$ cat config.mk
export PLATFORM = sky130hd
export DESIGN_NAME = uart_rx_buffer
export DESIGN_NICKNAME = d
export VERILOG_FILES = /design/src/rtl/uart_pkg.sv /design/src/rtl/sync_fifo.sv /design/src/rtl/uart_rx_buffer.sv
export SDC_FILE = /design/constraint.sdc
export NUM_CORES = 1
export LEC_CHECK = 0
export ABC_AREA = 1
export CAP_MARGIN = 30
export CORE_ASPECT_RATIO = 1.5
export CORE_MARGIN = 5
export CORE_UTILIZATION = 55
export CTS_CLUSTER_SIZE = 28
export DETAILED_ROUTE_END_ITERATION = 7
export MAX_ROUTING_LAYER = met4
export PLACE_DENSITY = 0.74
export SYNTH_ARGS = -nofsm -noshare
export SYNTH_HDL_FRONTEND = slang
export SYNTH_SLANG_ARGS = --single-unit
$ cat constraint.sdc
create_clock -name clk -period 3.5 [get_ports clk]
set_input_delay 0.7 -clock clk [delete_from_list [all_inputs] [get_ports clk]]
set_output_delay 0.7 -clock clk [all_outputs]
set_load 0.005 [all_outputs]
$ cat src/rtl/uart_pkg.sv
// Shared UART constants: default buffer depth and the width helper used to size
// occupancy counters that must hold 0..Depth inclusive.
package uart_pkg;

  localparam int DefaultDepth = 16;

  function automatic int count_width(input int depth);
    return $clog2(depth) + 1;
  endfunction

endpackage

$ cat src/rtl/sync_fifo.sv
// Single-clock first-word fall-through FIFO; head entry is read straight out of
// storage so a pushed byte is visible the cycle after its push edge.
module sync_fifo
  import uart_pkg::*;
#(
  parameter int Width = 8,
  parameter int Depth = DefaultDepth
) (
  input  logic                          clk,
  input  logic                          rst_n,
  input  logic                          push_i,
  input  logic [Width-1:0]              wdata_i,
  input  logic                          pop_i,
  output logic [Width-1:0]              rdata_o,
  output logic [count_width(Depth)-1:0] count_o
);

  localparam int PtrW = $clog2(Depth);
  localparam int CntW = count_width(Depth);

  logic [Width-1:0] mem_q [Depth];
  logic [PtrW-1:0]  wr_ptr_q, rd_ptr_q;
  logic [CntW-1:0]  count_q;
  logic             do_push, do_pop;

  // Guards keep the pointers consistent even if a caller misbehaves.
  assign do_push = push_i && (count_q != CntW'(Depth));
  assign do_pop  = pop_i && (count_q != '0);

  always_ff @(posedge clk) begin
    if (do_push) mem_q[wr_ptr_q] <= wdata_i;
  end

  always_ff @(posedge clk or negedge rst_n) begin
    if (!rst_n) begin
      wr_ptr_q <= '0;
      rd_ptr_q <= '0;
      count_q  <= '0;
    end else begin
      if (do_push) wr_ptr_q <= wr_ptr_q + 1'b1;
      if (do_pop)  rd_ptr_q <= rd_ptr_q + 1'b1;
      case ({do_push, do_pop})
        2'b10:   count_q <= count_q + 1'b1;
        2'b01:   count_q <= count_q - 1'b1;
        default: count_q <= count_q;
      endcase
    end
  end

  assign rdata_o = mem_q[rd_ptr_q];
  assign count_o = count_q;

endmodule

$ cat src/rtl/uart_rx_buffer.sv
// Buffers bytes from a UART receiver: a three-state arm/release FSM drives go and
// pushes each received byte exactly once into a sync_fifo read by the consumer.
module uart_rx_buffer
  import uart_pkg::*;
#(
  parameter int Depth = DefaultDepth
) (
  input  logic                          clk,
  input  logic                          rst_n,
  input  logic [7:0]                    rx_data,
  input  logic                          rx_dr,
  output logic                          go,
  output logic [7:0]                    rd_data,
  output logic                          rd_valid,
  input  logic                          rd_ready,
  output logic [count_width(Depth)-1:0] count,
  output logic                          full,
  output logic [1:0]                    dbg_state_o
);

  localparam int CntW = count_width(Depth);

  // Encoding is visible on dbg_state_o: 0 = listen, 1 = release, 2 = hold.
  typedef enum logic [1:0] {
    StListen  = 2'd0,
    StRelease = 2'd1,
    StHold    = 2'd2
  } state_e;

  state_e          state_q;
  logic            push, pop;
  logic [CntW-1:0] fifo_count;

  // Handshakes: receiver byte is taken when go & rx_dr at an edge, and the
  // receiver keeps rx_dr high until it sees go low; consumer pops on
  // rd_valid & rd_ready at an edge.
  assign push = (state_q == StListen) && rx_dr;
  assign pop  = rd_valid && rd_ready;

  always_ff @(posedge clk or negedge rst_n) begin
    if (!rst_n) begin
      state_q <= StRelease;
    end else begin
      case (state_q)
        StListen:  if (rx_dr) state_q <= StRelease;
        StRelease: if (!rx_dr) state_q <= full ? StHold : StListen;
        StHold:    if (!full) state_q <= StListen;
        default:   state_q <= StRelease;
      endcase
    end
  end

  sync_fifo #(
    .Width(8),
    .Depth(Depth)
  ) u_fifo (
    .clk     (clk),
    .rst_n   (rst_n),
    .push_i  (push),
    .wdata_i (rx_data),
    .pop_i   (pop),
    .rdata_o (rd_data),
    .count_o (fifo_count)
  );

  assign go          = (state_q == StListen);
  assign count       = fifo_count;
  assign rd_valid    = (fifo_count != '0);
  assign full        = (fifo_count == CntW'(Depth));
  assign dbg_state_o = state_q;

endmodule

==> results of run 1 <==
-- worst max-delay path, delay by kind of cell (launching register included) --
family,cells,cell delay [ns]
buf+inv,3,1.10
flops,1,0.52
simple gates,6,0.60
-- worst min-delay path by stage --
stage | startpoint | to | slack [ns] | depth (start not counted)
final | dbg_state_o[0]$_DFFE_PN1P_ | dbg_state_o[0]$_DFFE_PN1P_ | 0.52 | 2
after global routing | dbg_state_o[0]$_DFFE_PN1P_ | dbg_state_o[0]$_DFFE_PN1P_ | 0.56 | 2
after CTS | dbg_state_o[0]$_DFFE_PN1P_ | dbg_state_o[0]$_DFFE_PN1P_ | 0.52 | 2
after detailed placement | dbg_state_o[0]$_DFFE_PN1P_ | dbg_state_o[0]$_DFFE_PN1P_ | 0.51 | 2
after global placement | u_fifo.rd_ptr_q[2]$_DFFE_PN0P_ | u_fifo.rd_ptr_q[2]$_DFFE_PN0P_ | 0.50 | 1
after floorplan | rst_n | dbg_state_o[1]$_DFFE_PN0P_ | 0.40 | 0
-- layout by cell type (no fill, tap or decap), drive strengths merged, types with 2 or more instances in the layout --
cell and n:
nand2 131, dfrtp 14, o21ai 42, xor2 6, buf 12, o211ai 16, nor2 61, nand4 2
clkbuf 17, clkdlybuf4s50 29, inv 31, a21oi 36, xnor2 2, clkinvlp 4, edfxtp 128, bufinv 3
nand3 26, clkinv 9, ha 11
-- state kept, by name, summed over array words and instances, names as in the netlist --
signal	cells
u_fifo.wr_ptr_q	4
u_fifo.rd_ptr_q	4
u_fifo.mem_q	128
u_fifo.count_o	5
dbg_state_o	2
-- layer usage --
metal / GRT usage / vias to the layer above
li1: - / 1918
met1: 0.276 / 1931
met2: 0.378 / 159
met3: 0.0456 / 28
met4: 0.0787 / 0
met5: - / -
-- cell families (layout without fill, tap and decap cells) --
family                   count (synthesis)  in the layout  share of synthesized area
AO/OA/AOI/OAI                           95             95                     0.0851
AND/OR/NAND/NOR                        220            220                      0.144
flip-flops                             143            143                      0.694
adder cells (fa/ha/maj)                 11             11                     0.0226
XOR/XNOR                                 8              8                     0.0115
buffers and inverters                   53            105                     0.0428
-- power breakdown --
| group | switching (W) | internal (W) |
|---|---|---|
| clock network | 0.000677 | 0.00111 |
| logic | 0.00124 | 0.000778 |
| registers | 0.000176 | 0.00205 |
| total | 0.00209 | 0.00394 |
-- per-stage QoR --
| stage | cell area, µm² | utilization | power [W] | setup WS (ns) |
|---|---|---|---|---|
| global route | 7130 | 0.652 | 0.00639 | 0.00821 |
| finish | 7130 | 0.652 | 0.00603 | 0.139 |
| global placement | 6520 | 0.596 | 0.00417 | 0.523 |
| detailed placement | 6520 | 0.596 | 0.00423 | 0.495 |
| floorplan | 6080 | - | 0.00354 | 1.45 |
| CTS | 7120 | 0.651 | 0.00604 | 0.103 |
-- cell type report --
class,count,area (µm²),area share
flip-flops and latches,143,4220,0.593
repair buffers,41,397,0.0557
clock buffers,17,425,0.0597
clock inverters,15,170,0.0239
multi-input cells,334,1600,0.225
inverters,32,124,0.0174
well taps,147,184,0.0258
==> impl_metrics.tcl, run 1 <==
set metrics [dict create \
    status "finished, final reports clean" \
    crit_start "u_fifo.rd_ptr_q[0]$_DFFE_PN0P_" \
    dr_wl_met2_um 7270 \
    slowest_stage "dfrtp_2" \
    antenna_found_initial 0 \
    cts_tree "yes" \
    ys_top_cells_by_area "edfxtp_1 (63%), nand2_1 (8.0%), dfrtp_1 (5.8%)" \
    reg2reg_depth 16 \
    drt-initial-drc-count 422 \
    vias_per_cell 5.54 \
    met3WireLength_um 714 \
    diodes 0 \
    fp-row-count 47 \
    drtPass1Iterations 5 \
    io_pins 30 \
    num_vias 4036 \
    grt_util_all_layers 0.228 \
    syn_avg_cell_area_um2 11.5 \
    worst-path-max-fanout 42 \
    syn-cell-area_um2 6080 \
    rrSetupSlack_ns 1.05 \
    crit_chain "inv_2, buf_12, nand2_1, nand3_1, nand2_1, nor2_1, nand2_1, nand2_1, clkdlybuf4s50_1" \
    post_cts_buffers 0 \
    grt_max_degree 57 \
    fin_crit_sh 0.960 \
    max_stage_delay_ns 0.52 \
    seq_area_frac_synth 0.694 \
    wirelength_um 13400 \
    overflow 0 \
    worst_setup_path_start_kind "flip-flop" \
    timing.hold.ws_ns 0.519 \
    drc 0 \
    synth.largest_area_cell "edfxtp_1" \
    instances_no_fill 729 \
    slew_headroom 0.371 \
    synth_warnings 0 \
    crit_arrival_ns 2.66 \
    finalNetCount 592 \
    syn2layout_area_growth_pct 17.1 \
    fillers 817 \
    clk_path_buf_depth 2 \
    synth_most_common_cell "nand2_1" \
    synth_top_area_share 0.632 \
    dieHeight_um 139 \
    grt_pass1_vias 4097 \
    hold_path.class "reg2reg" \
    fmax_ghz 0.297 \
    r2r_start "u_fifo.count_o[2]$_DFFE_PN0P_" \
    synth_fp_nets 553 \
    irDropWorstVdd_uv 500 \
    clock_skew_ns 0.00428 \
    cts_made_buffers 17 \
    worst_skew_pair.late_latency_ns 0.41 \
    r2r-end "u_fifo.count_o[4]$_DFFE_PN0P_" \
    ant_nets 0 \
    synth_common_cells "nand2_1 (130), edfxtp_1 (128), nor2_1 (60), o21ai_0 (40), a21oi_1 (36)" \
    drive_gt1_frac 0.0893 \
    powerDensity_nw_per_um2 846 \
    tns_ns 0 \
    die_x_um 95.9 \
    p_leak_nw 2.66 \
    worstMarginPinSlew_ns 0.941 \
    worstSetupPathType "reg2out" \
    setup_viol 0 \
    cts_resized 2 \
    top_layer "met4" \
    crit_path_end_kind "output pin" \
    wl_per_cell_um 18.4 \
    ys_types 25 \
    hold_viol_final 0 \
    root_buffer "clkbuf_16" \
    h-tree-depth 4 \
    crit_end "rd_data[4]" \
    synth_cells 530 \
    dieArea_um2 13300 \
    cts.sink_count 143 \
    hpwl_um 8650 \
    port_buffers 29 \
    synth-edff-count 128 \
    required_ns 2.80 \
    dp_cells 697 \
    drv_cap 0 \
    cpMostUsedCell "nand2_1" \
    drt-met1-wl_um 5150 \
    core-area_um2 10900 \
    clk_pin_slew_worst_paths_ns 0.06 \
    gp_congestion 0.891 \
    grt_pass1_wl_um 21900 \
    synth_ff_type "edfxtp_1" \
    rsz0062_at_grt "false" \
    async_reset_ff_frac 0.105 \
    initial_utilization 0.556 \
    slew_viol_final 0 \
    hold_buffers 0 \
    synth_seq_cells 143 \
    fin_crit_ns 3.36 \
]
Power figures use the tool's default switching activity.
==> run 2, diff against run 1 <==
==> constraint.sdc (replaced) <==
create_clock -name clk -period 3.3 [get_ports clk]
set_input_delay 0.66 -clock clk [delete_from_list [all_inputs] [get_ports clk]]
set_output_delay 0.66 -clock clk [all_outputs]
set_load 0.005 [all_outputs]
==> run 2 against run 1 <==
  * Sequential share of layout area shrank 0.30 points
  * Combinational power up 10%
  * Setup slack better by 0.082 ns
  * Clock skew is 0.0065 ns higher
  * Die area is the same
  * Core utilization rose by 0.31 points
  * Non-clock buffer count is 12 higher
  * Clock power is essentially flat
  * Via count shrank 1.4%
  * Wire length fell by 4.0%
  * Power is 4.3% higher
  * Critical path type unchanged
==> impl_metrics.tcl, run 2 (synthesis gave the netlist of run 1 again) <==
set metrics [dict create \
    hold_viol_final 0 \
    wl_per_cell_um 17.4 \
    post_cts_buffers 0 \
    drive_gt1_frac 0.106 \
    rsz0062_at_grt "false" \
    hold_buffers 0 \
    layout_commonest_cell "nand2_1" \
    required_ns 2.64 \
    ant_nets 0 \
    dieArea_um2 13300 \
    core-area_um2 10900 \
    p_leak_nw 2.70 \
    hpwl_um 8760 \
    grt_pass1_wl_um 20800 \
    layout_common_cells "nand2_1 (130), edfxtp_1 (128), nor2_1 (60), o21ai_0 (40), a21oi_1 (36)" \
    min-delay-start "dbg_state_o[0]$_DFFE_PN1P_" \
    crit_path_end_kind "output pin" \
    root_buffer "clkbuf_16" \
    hold_path.class "reg2reg" \
    tns_ns 0 \
    whs_endpoint "dbg_state_o[0]$_DFFE_PN1P_" \
    powerDensity_nw_per_um2 878 \
    h-tree-depth 4 \
    crit_arrival_ns 2.42 \
    clk_pin_slew_worst_paths_ns 0.06 \
    worstMarginPinSlew_ns 0.724 \
    port_buffers 29 \
    r2r_start "u_fifo.count_o[2]$_DFFE_PN0P_" \
    syn2layout_area_growth_pct 17.7 \
    largest_register_ffs 128 \
    fin_crit_ns 3.08 \
    crit_chain "buf_4, nand2_1, buf_4, a21oi_1, a21oi_1, nand2_1, nand2_1, clkdlybuf4s50_1" \
    grt_max_degree 40 \
    wirelength_um 12900 \
    clk_path_buf_depth 2 \
    drv_cap 0 \
    clock_skew_ns 0.0108 \
    initial_utilization 0.556 \
    grt_pass1_vias 4090 \
    cts_resized 0 \
    fp-row-count 47 \
    dieHeight_um 139 \
    largest_register "u_fifo.mem_q" \
    vias_per_cell 5.37 \
    grt_util_all_layers 0.218 \
    drt-initial-drc-count 349 \
    gp_congestion 0.776 \
    max_stage_delay_ns 0.52 \
    worst_skew_pair.late_latency_ns 0.41 \
    slew_viol_final 0 \
    slew_headroom 0.516 \
    drtPass1Iterations 5 \
    crit_start "u_fifo.rd_ptr_q[1]$_DFFE_PN0P_" \
    rrSetupSlack_ns 1.01 \
    instances_no_fill 741 \
    io_pins 30 \
    cts_made_buffers 17 \
    r2r-end "u_fifo.count_o[4]$_DFFE_PN0P_" \
    setup_viol 0 \
    fin_crit_sh 0.933 \
    worstSetupPathType "reg2out" \
    reg2reg_depth 16 \
    num_vias 3979 \
    cpMostUsedCell "nand2_1" \
    worst_setup_path_start_kind "flip-flop" \
    worst-path-max-fanout 13 \
    overflow 0 \
    hold-path-cell-count 2 \
    antenna_found_initial 0 \
    cts_tree "yes" \
    finalNetCount 604 \
    fillers 833 \
    slowest_stage "clkdlybuf4s50_1" \
    drc 0 \
    diodes 0 \
    die_x_um 95.9 \
    status "finished, final reports clean" \
    irDropWorstVdd_uv 678 \
    dp_cells 709 \
    fmax_ghz 0.325 \
    cts.sink_count 143 \
]
run 2: worst max path at each step:
stage | endpoint | slack (ns) | cells past startpoint
after floorplan | u_fifo.count_o[4]$_DFFE_PN0P_ | 1.25 | 14
after global placement | rd_data[4] | 0.72 | 7
after detailed placement | rd_data[6] | 0.67 | 8
after CTS | rd_data[6] | 0.22 | 8
after global routing | rd_data[6] | 0.1 | 8
final | rd_data[6] | 0.22 | 8
run 2: area by class of cell:
cell class              instances  area [µm²]  share of cell area
clock buffers                  19         443              0.0619
flip-flops and latches        143        4220               0.590
inverters                      32         120              0.0168
clock inverters                13         118              0.0164
multi-input cells             334        1600               0.224
well taps                     147         184              0.0257
repair buffers                 53         470              0.0657
run 2: per-layer routing:
layer	vias to the layer above	routed length (µm)	global-route usage
met5	-	0	-
met4	0	300	0.0870
met3	23	551	0.0478
met2	123	7000	0.364
met1	1891	5040	0.250
li1	1942	-	-
run 2: power by group:
group	internal [W]	leakage, nW	switching [W]
combinational	0.000859	1.10	0.00135
clock	0.00105	0.261	0.000714
sequential	0.00217	1.33	0.000138
total	0.00408	2.70	0.00220
run 2: metrics by stage:
step           total power [W]  cell area (µm²)   util  hold WS, ns  setup slack (ns)
2_1_floorplan          0.00375             6080      -        0.364              1.25
3_3_place_gp           0.00448             6600  0.603        0.509             0.717
3_5_place_dp           0.00456             6600  0.603        0.507             0.670
4_1_cts                0.00632             7160  0.655        0.516             0.221
5_1_grt                0.00668             7160  0.655        0.532            0.0970
6_report               0.00629             7160  0.655        0.515             0.221
run 2: critical path: cells and delay by family, from the launching register on:
| kind | cells | cell delay (ns) |
|---|---|---|
| flip-flops | 1 | 0.38 |
| AO/OA/AOI/OAI | 2 | 0.25 |
| buffers and inverters | 3 | 0.95 |
| AND/OR/NAND/NOR | 3 | 0.42 |
==> run 3, diff against run 2 <==
==> constraint.sdc (replaced) <==
create_clock -name clk -period 3.1 [get_ports clk]
set_input_delay 0.62 -clock clk [delete_from_list [all_inputs] [get_ports clk]]
set_output_delay 0.62 -clock clk [all_outputs]
set_load 0.005 [all_outputs]
==> run 3 against run 2 <==
  * First-iteration DRC count is 11% higher
  * Largest cell class unchanged
  * Sequential power is 6% higher
  * Cell area is 2.2% higher
  * Critical path type unchanged
  * Final cell count is 0.13% lower
  * Power is 15% higher
==> impl_metrics.tcl, run 3 (synthesis gave the netlist of run 1 again) <==
set metrics [dict create \
    crit_chain "inv_4, nor2_4, buf_12, nand3_1, nand2_1, a21oi_1, nand2_1, nand2_1, clkdlybuf4s50_1" \
    cts_tree "yes" \
    cts_made_buffers 17 \
    io_pins 30 \
    max_stage_delay_ns 0.50 \
    die_x_um 95.9 \
    fp-row-count 47 \
    worst_setup_path_start_kind "flip-flop" \
    port_buffers 29 \
    crit_path_end_kind "output pin" \
    grt_pass1_vias 4169 \
    clock_skew_ns 0.0104 \
    tns_ns 0 \
    fmax_ghz 0.340 \
    timing.critical_path.buf_inv 3 \
    slew_viol_final 0 \
    syn2layout_area_growth_pct 20.3 \
    wl_per_cell_um 18.8 \
    grt_max_degree 71 \
    ant_nets 0 \
    layout_common_cells "nand2_1 (129), edfxtp_1 (128), nor2_1 (60), o21ai_0 (40), a21oi_1 (36)" \
    worstSetupPathType "reg2out" \
    irDropWorstVdd_uv 785 \
    drive_gt1_frac 0.105 \
    required_ns 2.48 \
    drtPass1Iterations 5 \
    num_vias 4179 \
    overflow 0 \
    clk_path_buf_depth 2 \
    vias_per_cell 5.65 \
    worst_skew_pair.late_latency_ns 0.42 \
    drt-initial-drc-count 387 \
    grt_pass1_wl_um 22000 \
    worstMarginPinSlew_ns 0.738 \
    fin_crit_ns 2.94 \
    crit_arrival_ns 2.32 \
    gp_congestion 0.834 \
    status "finished, final reports clean" \
    dieHeight_um 139 \
    h-tree-depth 4 \
    root_buffer "clkbuf_16" \
    largest_register "u_fifo.mem_q" \
    worst-path-max-fanout 17 \
    finalNetCount 603 \
    hold_viol_final 0 \
    wirelength_um 13900 \
    finish.utilization 0.669 \
    largest_register_ffs 128 \
    drc 0 \
    crit_family "buffers and inverters" \
    p_leak_nw 2.78 \
    powerDensity_nw_per_um2 986 \
    layout_commonest_cell "nand2_1" \
    setup_viol 0 \
    rsz0062_at_grt "false" \
    slowest_stage "clkdlybuf4s50_1" \
    core-area_um2 10900 \
    slew_headroom 0.507 \
    cts.sink_count 143 \
    hpwl_um 8910 \
    diodes 0 \
    cpMostUsedCell "nand2_1" \
    clk_pin_slew_worst_paths_ns 0.05 \
    hold_path.class "reg2reg" \
    dieArea_um2 13300 \
    drv_cap 0 \
    fin_crit_sh 0.949 \
    grt_util_all_layers 0.231 \
    initial_utilization 0.556 \
    antenna_found_initial 0 \
]
==> run 3: cell count changes in the layout (fill, tap and decap cells not counted), sizes merged <==
| cell | delta |
|---|---|
| buf | -1 |
| bufinv | +5 |
| clkbuf | +3 |
| clkinv | -5 |
| clkinvlp | -4 |
| inv | +1 |
==> run 3: final cells by class <==
class	instances	area, µm²
flip-flops and latches	143	4220
fillers	808	3620
multi-input cells	334	1610
repair buffers	52	504
clock buffers	22	474
clock inverters	10	206
well taps	147	184
inverters	32	123
==> run 3: per-stage QoR <==
step / hold WS [ns] / area, µm² / instances / power [W] / setup slack (ns)
floorplan: 0.324 / 6080 / 530 / 0.00399 / 1.05
global placement: 0.495 / 6610 / 707 / 0.00478 / 0.456
detailed placement: 0.522 / 6610 / 707 / 0.00485 / 0.386
CTS: 0.530 / 7290 / 739 / 0.00721 / 0.125
global route: 0.565 / 7320 / 740 / 0.00762 / 0.00938
finish: 0.523 / 7320 / 740 / 0.00722 / 0.158
==> run 3: metal layers <==
layer / global-route usage / share of wire / routed length, µm / vias up
met2: 0.384 / 0.53 / 7420 / 173
met1: 0.262 / 0.37 / 5220 / 2036
met5: - / 0 / 0 / -
met3: 0.0478 / 0.054 / 749 / 30
met4: 0.112 / 0.039 / 546 / 0
li1: - / - / - / 1940
==> run 3: power breakdown <==
part	internal (W)	leakage [nW]	total (W)	switching (W)
combinational	0.000961	1.12	0.00245	0.00149
sequential	0.00231	1.33	0.00246	0.000147
clock	0.00157	0.331	0.00231	0.000736
total	0.00484	2.78	0.00722	0.00238
==> run 3: worst reg2reg max path, cell delays in order, from the launching register on <==
cell and delay [ns]:
dfrtp_1 0.43, nor2_1 0.16, nand4_1 0.13, nand2_1 0.18, inv_1 0.15, ha_1 0.29, inv_1 0.14, nand2_1 0.07
nand2_1 0.08, ha_1 0.14, inv_1 0.04, nand2_1 0.11, nand3_1 0.11, nand2_1 0.07, nand2_1 0.04, nand3_1 0.07
nand2_1 0.05
==> run 3: path summary, 6_finish.rpt <==
check / from / to / cells after the start / slack, ns
worst min register to register: dbg_state_o[0]$_DFFE_PN1P_ / dbg_state_o[0]$_DFFE_PN1P_ / 2 / 0.52
worst min-delay path: dbg_state_o[0]$_DFFE_PN1P_ / dbg_state_o[0]$_DFFE_PN1P_ / 2 / 0.52
worst max-delay path: u_fifo.rd_ptr_q[2]$_DFFE_PN0P_ / rd_data[3] / 9 / 0.16
worst max register to register: u_fifo.count_o[2]$_DFFE_PN0P_ / u_fifo.count_o[4]$_DFFE_PN0P_ / 16 / 0.74
min in group asynchronous: rst_n / u_fifo.count_o[1]$_DFFE_PN0P_ / 1 / 0.65
max in group asynchronous: rst_n / u_fifo.rd_ptr_q[0]$_DFFE_PN0P_ / 1 / 1.94
==> run 3: what timing repair did <==
action	in CTS	in global routing
pin swaps	0	1
endpoints found under the setup margin	2	4
setup buffers	0	1
gates resized for setup	1	3
hold buffers	0	0
==> edit, RTL diff (config.mk and constraints of run 3) <==
The package constant `DefaultDepth` goes from 16 to 8.
--- a/src/rtl/uart_pkg.sv
+++ b/src/rtl/uart_pkg.sv
@@ -4,3 +4,3 @@
 
-  localparam int DefaultDepth = 16;
+  localparam int DefaultDepth = 8;
 
Ports: changed (resized count); port bits go from 30 to 29. The function was not compared with the original's and may differ.
==> edit against run 3 <==
First-iteration DRC count decreased by 41%. Worst hold slack worse by 9.0 ps. Design area shrank 48%. Sequential cell count fell by 67. Total power down 51%. Largest power group is now combinational cells. Largest cell class unchanged. Synthesized area is 46% lower. Critical path type unchanged. Critical endpoint is now rd_data[0]. Maximum frequency increased by 8.2%. Worst setup slack gained 220 ps. Routed wire length down 55%.
==> edit: results (changes against run 3) <==
| Metric | Value |
|---|---|
| Status | finished, final reports clean (unchanged) |
| Worst EP arrival | 2100 ps (was 2320 ps) |
| Crit. Startpoint | u_fifo.rd_ptr_q[0] (was u_fifo.rd_ptr_q[2]) |
| Post-synth cell types | 21 (was 25) |
| P_seq | 0.00142 W (was 0.00246 W) |
| FF-to-FF path depth | 13 (was 16) |
| P_comb | 0.00146 W (was 0.00245 W) |
| Post-route non-filler standard cell count | 406 (was 740) |
| Final hold slack | 514 ps (was 523 ps) |
| Clk_skew | 7.30 ps (was 10.4 ps) |
| Pin count of the biggest net entering global routing | 34 (was 71) |
| Num CTS Buffers | 9 (was 17) |
| Global-route wire length before repair | 10100 um (was 22000 um) |
| Clock Root Buffer | clkbuf_8 (was clkbuf_16) |
| Fin crit period | 2720 ps (was 2940 ps) |
| Dpl cell area | 3650 sq um (was 6610 sq um) |
| Critical Path Fanout Max | 33 (was 17) |
| Crit path capture | rd_data[0] (was rd_data[3]) |
| DP HPWL | 4390 um (was 8910 um) |
| Layout Nets | 350 (was 603) |
| Dpl ws | 572 ps (was 386 ps) |
| Max Slew Vio Count | 0 (unchanged) |
| Post-Syn Nets | 312 (was 553) |
| Post-synth EDFFs | 64 (was 128) |
| Initial antenna violation count | 0 (unchanged) |
| IO buf count | 28 (was 29) |
| R2r startpoint | dbg_state_o[0] (was u_fifo.count_o[2]) |
| Gr usage total | 0.182 (was 0.231) |
| Relative slew slack | 0.628 (was 0.507) |
| Internal power | 0.00229 W (was 0.00484 W) |
| Sw Pwr | 0.00126 W (was 0.00238 W) |
| Synth Instances | 292 (was 530) |
| GP Congestion | 0.776 (was 0.834) |
| Pleak | 1.45 nW (was 2.78 nW) |
| Worst R2R Setup Slack | 860 ps (was 740 ps) |
| 1st-iter DRT viols | 230 (was 387) |
| Placed cells | 391 (was 707) |
| Drt wl/cell | 15.4 um (was 18.8 um) |
| Seq/Total Area, Yosys | 0.683 (was 0.694) |
| Most instantiated cells after synthesis | 64 x edfxtp_1, 57 x nand2_1, 55 x nor2_1 (was 130 x nand2_1, 128 x edfxtp_1, 60 x nor2_1) |
| Max reg flops | 64 (was 128) |
| DR pass1 iterations | 4 (was 5) |
| Main area contributors after synthesis | edfxtp_1 59%, dfrtp_1 8.5%, nand2_1 6.6%, nor2_1 6.3%, o21ai_1 5.2% (was edfxtp_1 63%, nand2_1 8.0%, dfrtp_1 5.8%, nor2_1 3.7%, o21ai_0 3.3%) |
| H-tree depth | 3 (was 4) |
| Layout cells sized above 1 | 0.102 (was 0.105) |
| VDD IR-drop max | 0.000674 V (was 0.000785 V) |
| Via count | 2192 (was 4179) |
| Clock Latency Late Sink | 330 ps (was 420 ps) |
| Asr flop ratio synth | 0.158 (was 0.105) |
| RR Endpoint | u_fifo.count_o[2] (was u_fifo.count_o[4]) |
| Filler cell count | 464 (was 808) |
| CTS resizes | 0 (was 1) |
-- edit: layout make-up --
class	instances	area (sq um)	share of cell area
multi-input cells	192	938	0.245
inverters	14	52.6	0.0137
clock buffers	11	131	0.0343
flip-flops and latches	76	2220	0.581
well taps	72	90.1	0.0236
clock inverters	4	41.3	0.0108
repair buffers	37	348	0.0909
-- edit: metal layers --
metal | wire length (um) | track usage | up-vias
met5 | 0 | - | -
met1 | 2470 | 0.204 | 1061
met2 | 3410 | 0.308 | 55
li1 | - | - | 1067
met3 | 263 | 0.0358 | 9
met4 | 110 | 0.0792 | 0
-- edit: kinds of logic after synthesis --
| kind of cell | share of synthesized area |
|---|---|
| XOR/XNOR | 0.0161 |
| buffers and inverters | 0.0288 |
| flip-flops | 0.683 |
| multiplexers | 0.00307 |
| adder cells (fa/ha/maj) | 0.0307 |
| AO/OA/AOI/OAI | 0.0830 |
| AND/OR/NAND/NOR | 0.155 |
